`config.mk`:
```
export PLATFORM = sky130hd
export DESIGN_NAME = mux_nx1_scan
export DESIGN_NICKNAME = d
export VERILOG_FILES = /design/src/rtl/mux_nx1_scan.sv
export SDC_FILE = /design/constraint.sdc
export NUM_CORES = 1
export LEC_CHECK = 0
export CORE_UTILIZATION = 47
export CTS_BUF_LIST = sky130_fd_sc_hd__clkbuf_4 sky130_fd_sc_hd__clkbuf_8 sky130_fd_sc_hd__clkbuf_16
export CTS_CLUSTER_SIZE = 25
export DETAILED_ROUTE_END_ITERATION = 8
export DONT_BUFFER_PORTS = 1
export GPL_TIMING_DRIVEN = 1
export HOLD_SLACK_MARGIN = 0.05
export PLACE_DENSITY = 0.62
export SETUP_SLACK_MARGIN = 0.2
export SYNTH_ARGS = -nofsm -noshare
export SYNTH_HDL_FRONTEND = slang
export SYNTH_SLANG_ARGS = --single-unit
```
`constraint.sdc`:
```
create_clock -name clk_2 -period 6.65 [get_ports clk_2]
set_clock_uncertainty 0.1 [all_clocks]
set_input_delay 1.6625 -clock clk_2 [delete_from_list [all_inputs] [get_ports clk_2]]
set_output_delay 1.6625 -clock clk_2 [all_outputs]
set_load 0.05 [all_outputs]
```
`src/rtl/mux_nx1_scan.sv`:
```
// rtl/mux_nx1_scan.sv - registered N-to-1 channel mux with manual, scan and hold modes
//
// Purpose: selects one of NCH W-bit channels onto a registered output. In
// manual mode the channel follows sel; in scan mode the channel advances
// round-robin every SCAN_DIV clocks; hold freezes the channel index and the
// scan divider while dout keeps tracking the frozen channel's data.
//
// Ports:
//   clk_2   in   1        system clock, rising edge
//   rst_n   in   1        asynchronous active-low reset
//   din     in   NCH*W    packed channels, channel k = din[k*W +: W]
//   sel     in   SELW     manual channel select (out-of-range values ignored)
//   mode    in   1        0 = manual, 1 = scan
//   hold    in   1        1 = freeze channel index and scan divider
//   dout    out  W        registered selected data
//   cur_ch  out  SELW     channel currently driving dout
//   valid   out  1        dout meaningful (set from the first edge after reset)
//   wrap    out  1        one-cycle pulse when scan steps NCH-1 -> 0
module mux_nx1_scan #(
  parameter  int NCH      = 4,
  parameter  int W        = 2,
  parameter  int SCAN_DIV = 50000000,
  localparam int SELW     = $clog2(NCH)
) (
  input  logic              clk_2,
  input  logic              rst_n,
  input  logic [NCH*W-1:0]  din,
  input  logic [SELW-1:0]   sel,
  input  logic              mode,
  input  logic              hold,
  output logic [W-1:0]      dout,
  output logic [SELW-1:0]   cur_ch,
  output logic              valid,
  output logic              wrap
);

  localparam int DIVW = $clog2(SCAN_DIV + 1);
  localparam logic [DIVW-1:0] DIV_LAST  = DIVW'(SCAN_DIV - 1);
  localparam logic [SELW-1:0] CH_LAST   = SELW'(NCH - 1);
  localparam logic [SELW:0]   SEL_LIMIT = (SELW + 1)'(NCH);

  typedef enum logic [1:0] {ST_MAN, ST_SCAN, ST_HOLD} state_t;

  state_t          state_q, state_d;
  logic [DIVW-1:0] div_q, div_d, div_base;
  logic [SELW-1:0] cur_ch_q, ch_next;
  logic [W-1:0]    dout_q, din_sel;
  logic            valid_q, wrap_q, wrap_d;

  // State register
  always_ff @(posedge clk_2 or negedge rst_n) begin
    if (!rst_n) begin
      state_q <= ST_MAN;
    end else begin
      state_q <= state_d;
    end
  end

  // Next state: hold has priority over mode, decided fresh on every edge
  always_comb begin
    state_d = ST_MAN;
    if (hold) begin
      state_d = ST_HOLD;
    end else if (mode) begin
      state_d = ST_SCAN;
    end
  end

  // Output / datapath decisions for the state being entered on this edge,
  // so mode, hold and sel all take effect with one cycle of latency.
  always_comb begin
    ch_next  = cur_ch_q;
    div_d    = div_q;
    div_base = div_q;
    wrap_d   = 1'b0;
    unique case (state_d)
      ST_MAN: begin
        div_d = '0;
        if ({1'b0, sel} < SEL_LIMIT) begin
          ch_next = sel;
        end
      end
      ST_SCAN: begin
        // Entry from manual always counts from zero; entry from hold resumes.
        div_base = (state_q == ST_MAN) ? '0 : div_q;
        if (div_base == DIV_LAST) begin
          div_d = '0;
          // Explicit compare keeps non-power-of-2 NCH from reaching index NCH.
          if (cur_ch_q == CH_LAST) begin
            ch_next = '0;
            wrap_d  = 1'b1;
          end else begin
            ch_next = cur_ch_q + SELW'(1);
          end
        end else begin
          div_d = div_base + DIVW'(1);
        end
      end
      default: begin
        // ST_HOLD: index and divider frozen, wrap stays low
      end
    endcase
  end

  // Channel mux on the next index so dout and cur_ch update together
  always_comb begin
    din_sel = '0;
    for (int k = 0; k < NCH; k++) begin
      if (ch_next == SELW'(k)) begin
        din_sel = din[k*W +: W];
      end
    end
  end

  always_ff @(posedge clk_2 or negedge rst_n) begin
    if (!rst_n) begin
      cur_ch_q <= '0;
      dout_q   <= '0;
      div_q    <= '0;
      wrap_q   <= 1'b0;
      valid_q  <= 1'b0;
    end else begin
      cur_ch_q <= ch_next;
      dout_q   <= din_sel;
      div_q    <= div_d;
      wrap_q   <= wrap_d;
      valid_q  <= 1'b1;
    end
  end

  assign dout   = dout_q;
  assign cur_ch = cur_ch_q;
  assign valid  = valid_q;
  assign wrap   = wrap_q;

endmodule

```
==> results of run 1 <==
## registers in the layout (all words and copies together) (netlist names)
name,count
div_q,26
state_q,2
cur_ch,2
valid,1
dout,2
wrap,1
## power breakdown
group,leakage (nW),switching [mW],internal (mW),total (mW)
combinational,0.340,0.0230,0.0197,0.0427
clock,0.0517,0.0744,0.0876,0.162
sequential,0.458,0.0228,0.213,0.236
total,0.850,0.120,0.320,0.441
## stage by stage
step | hold slack (ps) | util [%] | instances | worst slack [ps] | power (mW)
6_report | 430 | 52.8 | 270 | 3270 | 0.441
5_1_grt | 460 | 52.8 | 270 | 3060 | 0.460
4_1_cts | 434 | 52.8 | 270 | 3280 | 0.446
3_5_place_dp | 417 | 50.5 | 262 | 3070 | 0.283
3_3_place_gp | 414 | 50.5 | 262 | 3160 | 0.280
2_1_floorplan | 371 | - | 223 | 3460 | 0.277
## worst reg2reg max path, cell delays in order, from the launching register on
cell	delay (ps)
dfrtp_1	440
or2_2	500
and2_1	250
ha_1	220
nand3_1	160
or3_1	290
o31a_1	510
nand2_2	340
or3_1	430
o21ai_0	80
## cell usage after synthesis (all sizes together) (2+ instances only)
| cell | n | area share, % |
|---|---|---|
| dfrtp | 34 | 40 |
| nand2 | 30 | 5.6 |
| o21ai | 21 | 5.0 |
| mux2i | 14 | 6.7 |
| nor2 | 13 | 2.4 |
| nand3 | 9 | 2.1 |
| a21oi | 7 | 1.7 |
| buf | 7 | 2.7 |
| inv | 6 | 1.1 |
| nand4 | 6 | 1.8 |
| o31ai | 6 | 2.8 |
| or3 | 6 | 1.8 |
| xor2 | 5 | 2.1 |
| a21o | 4 | 1.8 |
| a32oi | 4 | 1.7 |
| and2 | 4 | 1.3 |
| and3 | 4 | 1.2 |
| clkbuf | 4 | 0.71 |
| xnor2 | 4 | 1.7 |
| a22o | 3 | 1.3 |
| nor3 | 3 | 1.3 |
| nor4b | 3 | 1.3 |
| or4 | 3 | 1.6 |
| a2111oi | 2 | 1.8 |
| a211oi | 2 | 0.71 |
| a22oi | 2 | 0.71 |
| ha | 2 | 1.2 |
| mux2 | 2 | 1.1 |
| nor4 | 2 | 0.60 |
| o21bai | 2 | 0.71 |
## path summary, 6_finish.rpt
path	startpoint	end	slack (ps)	cells after the start
max	state_q[1]	div_q[17]	3270	9
min	div_q[8]	div_q[8]	430	1
max reg2reg	state_q[1]	div_q[17]	3270	9
min reg2reg	div_q[8]	div_q[8]	430	1
max in group asynchronous	rst_n	div_q[17]	5400	0
min in group asynchronous	rst_n	valid	960	0
## layer usage
metal	wire length (um)	part of all wire, %
met5	0	0
met2	1990	46
met1	2090	48
met3	189	4.4
met4	67	1.5
## area by class of cell
type                    instances  area [um2]
clock buffers                   7        90.1
inverters                       6        22.5
clock inverters                 1        5.00
multi-input cells             172        1160
fillers                       379        1960
flip-flops and latches         34         851
well taps                      50        62.6
## cells by family (layout without fill, tap and decap cells)
group,after synthesis,in the layout,share of synthesized area (%)
xor gates and xnor gates,9,9,3.75
adders and majority gates,2,2,1.19
DFF,34,34,40.5
other,1,1,0.178
buffers and inverters,17,14,4.46
and+or+nand+nor,87,87,22.3
muxes,16,16,7.74
AOI/OAI and AO/OA,57,57,19.9
## placed cells by master (no fill, tap or decap), types with 2 or more instances in the layout
| master | instances |
|---|---|
| dfrtp_1 | 34 |
| nand2_1 | 28 |
| mux2i_1 | 14 |
| o21ai_0 | 13 |
| nor2_1 | 12 |
| nand3_1 | 9 |
| o21ai_1 | 8 |
| a21oi_1 | 7 |
| inv_1 | 6 |
| or3_1 | 6 |
| nand4_1 | 6 |
| clkbuf_8 | 6 |
| xor2_1 | 5 |
| o31ai_1 | 5 |
| and3_1 | 4 |
| xnor2_1 | 4 |
| a32oi_1 | 4 |
| and2_1 | 3 |
| or4_4 | 3 |
| nor4b_1 | 3 |
| a21o_1 | 3 |
| a22o_1 | 3 |
| nand2_2 | 2 |
| a22oi_1 | 2 |
| mux2_2 | 2 |
| nor3_1 | 2 |
| a211oi_1 | 2 |
| nor4_1 | 2 |
| o21bai_1 | 2 |
| ha_1 | 2 |
==> metrics.txt, run 1 <==
status=completed; CTS Sinks=34; cell mode on critical path=or3_1; CP arrival=around 3500 ps; overall routing resource usage=21.8%; maximum vdd drop=0.138 mV; synth warn=0; remaining antenna violation count after routing=0; I/O pin count=20; GP Congestion=0.862; Clock transition at path regs=about 70 ps; GR peak layer=met2; worst slew pin tran=565 ps; top_reg_cell synth=dfrtp_1; setup TNS=0 ps; CP Capture Type=register; cts hold-fix bufs=0; vias in the first global route=around 1.6k; initial core utilization=50.7%; Pwr per Cell Area=201 nW/um2; core area=4140 um2; port bufs=0; n_diodes=0; met3 GRT Util=5.43%; Fin. Hold Viols=0; sequential fraction of the synthesis area=40.5%; Max H-tree Level=2; Clk Latency, worst-skew pair=a little under 300 ps; CTS tree=done; Starting DRT DRC Count=122; syn_nets=239; Synth-to-Final Area Change=4.11%; max_cap viols=0; total grt overflow=0; layout cells sized above 1=10.5%; CTS resizes=0; initial antenna violation count=0; Max clock buf depth=2; Via Count=1633; first-pass GRT wire length=7.47 mm; CTS Root Cell=clkbuf_8; largest net degree at the start of global routing=35; Syn Area/Cell=~9.4 um2; vias per std cell=a little over 6; CP top delay family=simple AND/OR/NAND/NOR gates; CP peak stage delay=510 ps; Critical Path RT=between 6000 and 7000 ps; WP buf/inv=0; DR pass1 iterations=4; CTS buffer count=5; met1 Usage GRT=29.0%; Seq cells post-synth=34; Leak=around 0.85 nW; Cells after Synth=223; synth unique cells=50; # Post-CTS Setup Buffers=0; slowest CP cell=o31a_1; Final Critical Period=3380 ps; Cell Area, Placed=2090 um2; final std cell area, no fill=2190 um2; overall routed net length=about 4.3 mm; Post-synth EDFFs=0; Max-slew headroom=around 61%; WL/cell=16.0 um; worst-path fanout max=20; critical setup path kind=register to register; final net count=235; met2 usage in global routing=33.3%; Max Fclk=0.296 GHz; hpwl dp=3.10 mm; Final Max Tran Viols=0; async set or reset register ratio after synthesis=100%; die width=slightly below 70 um; Synth Cell Area=2100 um2; num rows=23; die area=4740 um2; Final setup viols=0; RSZ-0062 raised after global routing=no; Remaining DRCs=0; HP Class=register to register; CP startpoint kind=register; Tcrit/Tclk final=50.8%; Die Y=68.9 um; worst path cell trace=or2_2 > and2_1 > ha_1 > nand3_1 > or3_1 > o31a_1 > nand2_2 > or3_1 > o21ai_0
(Power assumes the default switching activity.)
==> inputs of run 2 (changes only) <==
clock period = 3.2 ns   (was 6.65 ns; I/O delays follow)
==> metrics.txt, run 2 (synthesized netlist as in run 1, its figures left out) <==
Critical Path RT=~3300 ps; sequential power share=51.4%; Max clock buf depth=2; Starting DRT DRC Count=125; worst-path fanout max=11; internal power=703 uW; RSZ-0062 raised after global routing=no; worst slew pin tran=586 ps; R2R cell count=10; hpwl dp=3.23 mm; clock network fraction of total power=39.0%; WL/cell=16.8 um; total grt overflow=0; critical setup path kind=register to register; CP arrival=a little under 3000 ps; GP Congestion=0.839; vias per std cell=a little over 6; Final Critical Period=2830 ps; logic gate share of total power=9.7%; commonest non-fill, non-tap cell in the layout=dfrtp_1; num rows=23; NetSw=251 uW; Via Count=1682; met2 routed WL=2.16 mm; largest net degree at the start of global routing=35; Tcrit/Tclk final=about nine tenths; Max H-tree Level=2; Clk Latency, worst-skew pair=280 ps; highest-count cells in the layout ignoring fill and taps=34 x dfrtp_1, 28 x nand2_1, 14 x mux2i_1; CTS Root Cell=clkbuf_8; CTS tree=done; Pwr per Cell Area=429 nW/um2; Fin. Hold Viols=0; max_cap viols=0; highest metal used=met4; overall routed net length=~4.6 mm; HP Class=input pin to asynchronous set/reset pin; Leak=0.871 nW; vias in the first global route=1569; Tot Pwr=around 950 uW; CP startpoint kind=register; port bufs=0; initial antenna violation count=0; CTS Sinks=34; Remaining DRCs=0; final net count=approximately 240; setup TNS=0 ps; maximum vdd drop=0.232 mV; core area=4140 um2; die area=between 4000 and 5000 um2; first-pass GRT wire length=7.47 mm; DR WL met3=251 um; Reg with most FFs=div_q; CP Capture Type=register; initial core utilization=roughly half; Clock transition at path regs=70 ps; Sw Ratio=26.3%; Final Max Tran Viols=0; status=completed; n_diodes=0; flip-flop count of the largest register after layout=26; I/O pin count=20; CTS buffer count=5; Final setup viols=0; die width=68.9 um; overall routing resource usage=21.8%; Max-slew headroom=59.8%; layout cells sized above 1=11.3%; metal1 wirelength=2.09 mm; Max Fclk=0.353 GHz; DR pass1 iterations=4; Synth-to-Final Area Change=5.77%; Die Y=68.9 um; remaining antenna violation count after routing=0; cts hold-fix bufs=0
-- run 2: cell types whose count changed in the layout (fill, tap and decap cells not counted) --
cell and change:
clkbuf_8 +2, nand2_4 +1, clkinv_2 -1, buf_4 +2
clkbuf_4 -1, nand2_2 -1
-- run 2: cell type report --
cell class	instances	area, um2
multi-input combinational	172	1160
sequential	34	851
clock buffer	8	110
fill	408	1920
tap	50	62.6
inverter	6	22.5
timing repair buffer	2	15.0
-- run 2: routing by layer --
metal  track usage [%]  up-vias
li1                  -      808
met1              29.0      822
met2              34.8       45
met3              5.26        7
met4              6.89        0
met5                 0        -
-- run 2: path summary, 6_finish.rpt --
check                            from        end  slack, ps
min reg2reg                  div_q[8]   div_q[8]        420
max in group asynchronous       rst_n   div_q[3]       2810
min in group clk_2           div_q[8]   div_q[8]        420
max reg2reg                state_q[1]  div_q[19]        370
min                             rst_n   div_q[6]        100
max                        state_q[1]  div_q[19]        370
-- run 2: through the flow --
step	hold WS [ps]	cells	instance area, um2	worst slack, ps	util, %
2_1_floorplan	371	223	2100	247	-
3_3_place_gp	401	264	2110	507	50.9
3_5_place_dp	404	264	2110	391	50.9
4_1_cts	95.4	272	2220	370	53.5
5_1_grt	80.5	272	2220	226	53.7
6_report	102	272	2220	365	53.7
-- run 2: repair_timing --
action	CTS	global route
gates resized for setup	0	1
endpoints found under the setup margin	0	1
setup buffers	0	0
endpoints found under the hold margin	0	0
-- run 2: power groups by stage --
stage	sequential, mW	combinational, mW	clock, mW
2_1_floorplan	0.495	0.0807	0
4_1_cts	0.490	0.0918	0.382
3_5_place_dp	0.498	0.0918	0
5_1_grt	0.492	0.101	0.401
6_report	0.490	0.0924	0.372
3_3_place_gp	0.498	0.0868	0
-- run 2: critical path, cell delays in order (launching register included) --
cell and delay (ps):
dfrtp_1 440, or2_2 210, and2_1 160, ha_1 180
nand3_1 160, or3_1 490, o31a_1 360, buf_4 200
and3_1 180, o21ai_1 120, o31ai_1 80
==> inputs of run 3 (changes only) <==
CORE_ASPECT_RATIO = 1.4   (was default)
REMOVE_ABC_BUFFERS = 1   (was default)
==> metrics.txt, run 3 (synthesized netlist as in run 1, its figures left out) <==
status=completed; vias in the first global route=1659; Final Max Tran Viols=0; R2R Setup Slk=roughly 420 ps; setup TNS=0 ps; R2R cell count=9; Leak=0.866 nW; CP top delay family=simple AND/OR/NAND/NOR gates; commonest non-fill, non-tap cell in the layout=dfrtp_1; Critical path destination=div_q[23]; Max H-tree Level=2; max_cap viols=0; Final Critical Period=between 2000 and 3000 ps; Tcrit/Tclk final=86.9%; pre-CTS setup slack=444 ps; final net count=237; vias per std cell=6.07; Layout Utilization=52.2%; Cell Area, Placed=2120 um2; maximum vdd drop=roughly 0.3 mV; overall routed net length=~4.8 mm; RSZ-0062 raised after global routing=no; Critical Path RT=3270 ps; worst-path fanout max=17; slack of the critical path=420 ps; Max-slew headroom=around 57%; flip-flop count of the largest register after layout=26; Via Count=1712; met2 usage in global routing=40.5%; critical setup path kind=register to register; # Post-CTS Setup Buffers=0; initial core utilization=49.2%; overall routing resource usage=22.5%; final std cell area, no fill=2230 um2; met3 GRT Util=4.78%; total grt overflow=0; WP buf/inv=0; layout cells sized above 1=11.3%; critical path depth in cells=9; CTS resizes=0; reg2reg start=state_q[0]; worst-case hold slack=94.5 ps; initial antenna violation count=0; HP Class=input pin to asynchronous set/reset pin; Finished Layout Cells=282; remaining antenna violation count after routing=0; CTS Sinks=34; GP Congestion=0.787; met1 Usage GRT=approximately a quarter; n_diodes=0; largest net degree at the start of global routing=35; num rows=28; DR pass1 iterations=5; CP Capture Type=register; Final setup viols=0; Max Fclk=0.360 GHz; port bufs=0; CP arrival=2850 ps; Worst R2R End=div_q[23]; Remaining DRCs=0; Max clock buf depth=2; CTS Root Cell=clkbuf_8; highest-count cells in the layout ignoring fill and taps=34 x dfrtp_1, 28 x nand2_1, 14 x mux2i_1; Pwr per Cell Area=~430 nW/um2; I/O pin count=20; Tot Pwr=955 uW; WL/cell=about 17 um; die width=between 50 and 60 um; CP startpoint kind=register; slowest CP cell=or3_1; worst slew pin tran=~620 ps; Starting DRT DRC Count=59; Clock transition at path regs=about 70 ps; Critical path origin=state_q[0]; Synth-to-Final Area Change=6.13%; core area=4270 um2; CTS tree=done; hpwl dp=~3.4 mm; worst path cell trace=or2_2 > and2_1 > ha_1 > nand3_1 > or3_1 > o31a_1 > nand2_2 > o21bai_1 > a32o_1; first-pass GRT wire length=7.71 mm; dpl cells=274; Fin. Hold Viols=0; Die Y=81.1 um; die area=4750 um2; cts hold-fix bufs=0; CP peak stage delay=500 ps; Reg with most FFs=div_q; GR peak layer=met2; Clk Latency, worst-skew pair=a little under 300 ps; CTS buffer count=5
-- run 3: cell count changes in the layout (fill, tap and decap cells not counted) --
cell     delta
nand2_2     +1
nand2_4     -1
-- run 3: cell type report --
cell class | count | area, um2
clock buffer | 8 | 110
fill | 414 | 2040
inverter | 6 | 22.5
multi-input combinational | 172 | 1160
sequential | 34 | 851
tap | 60 | 75.1
timing repair buffer | 2 | 15.0
-- run 3: worst min-delay path by stage --
stage | startpoint | to
6_report | rst_n | div_q[14]
5_1_grt | rst_n | div_q[13]
4_1_cts | rst_n | div_q[14]
3_5_place_dp | rst_n | div_q[14]
3_3_place_gp | rst_n | div_q[16]
2_1_floorplan | div_q[8] | div_q[8]
-- run 3: layer usage --
layer  share of wire [%]  routed length [um]  vias to the layer above
met2                  52                2490                       53
met3                 5.3                 254                       10
met5                   0                   0                        -
met4                 2.2                 106                        0
li1                    -                   -                      806
met1                  40                1920                      843
-- run 3: report_power, final --
group / internal [mW] / switching [mW] / leakage [nW]
registers: 0.443 / 0.0484 / 0.458
logic: 0.0428 / 0.0490 / 0.350
clock network: 0.217 / 0.155 / 0.0575
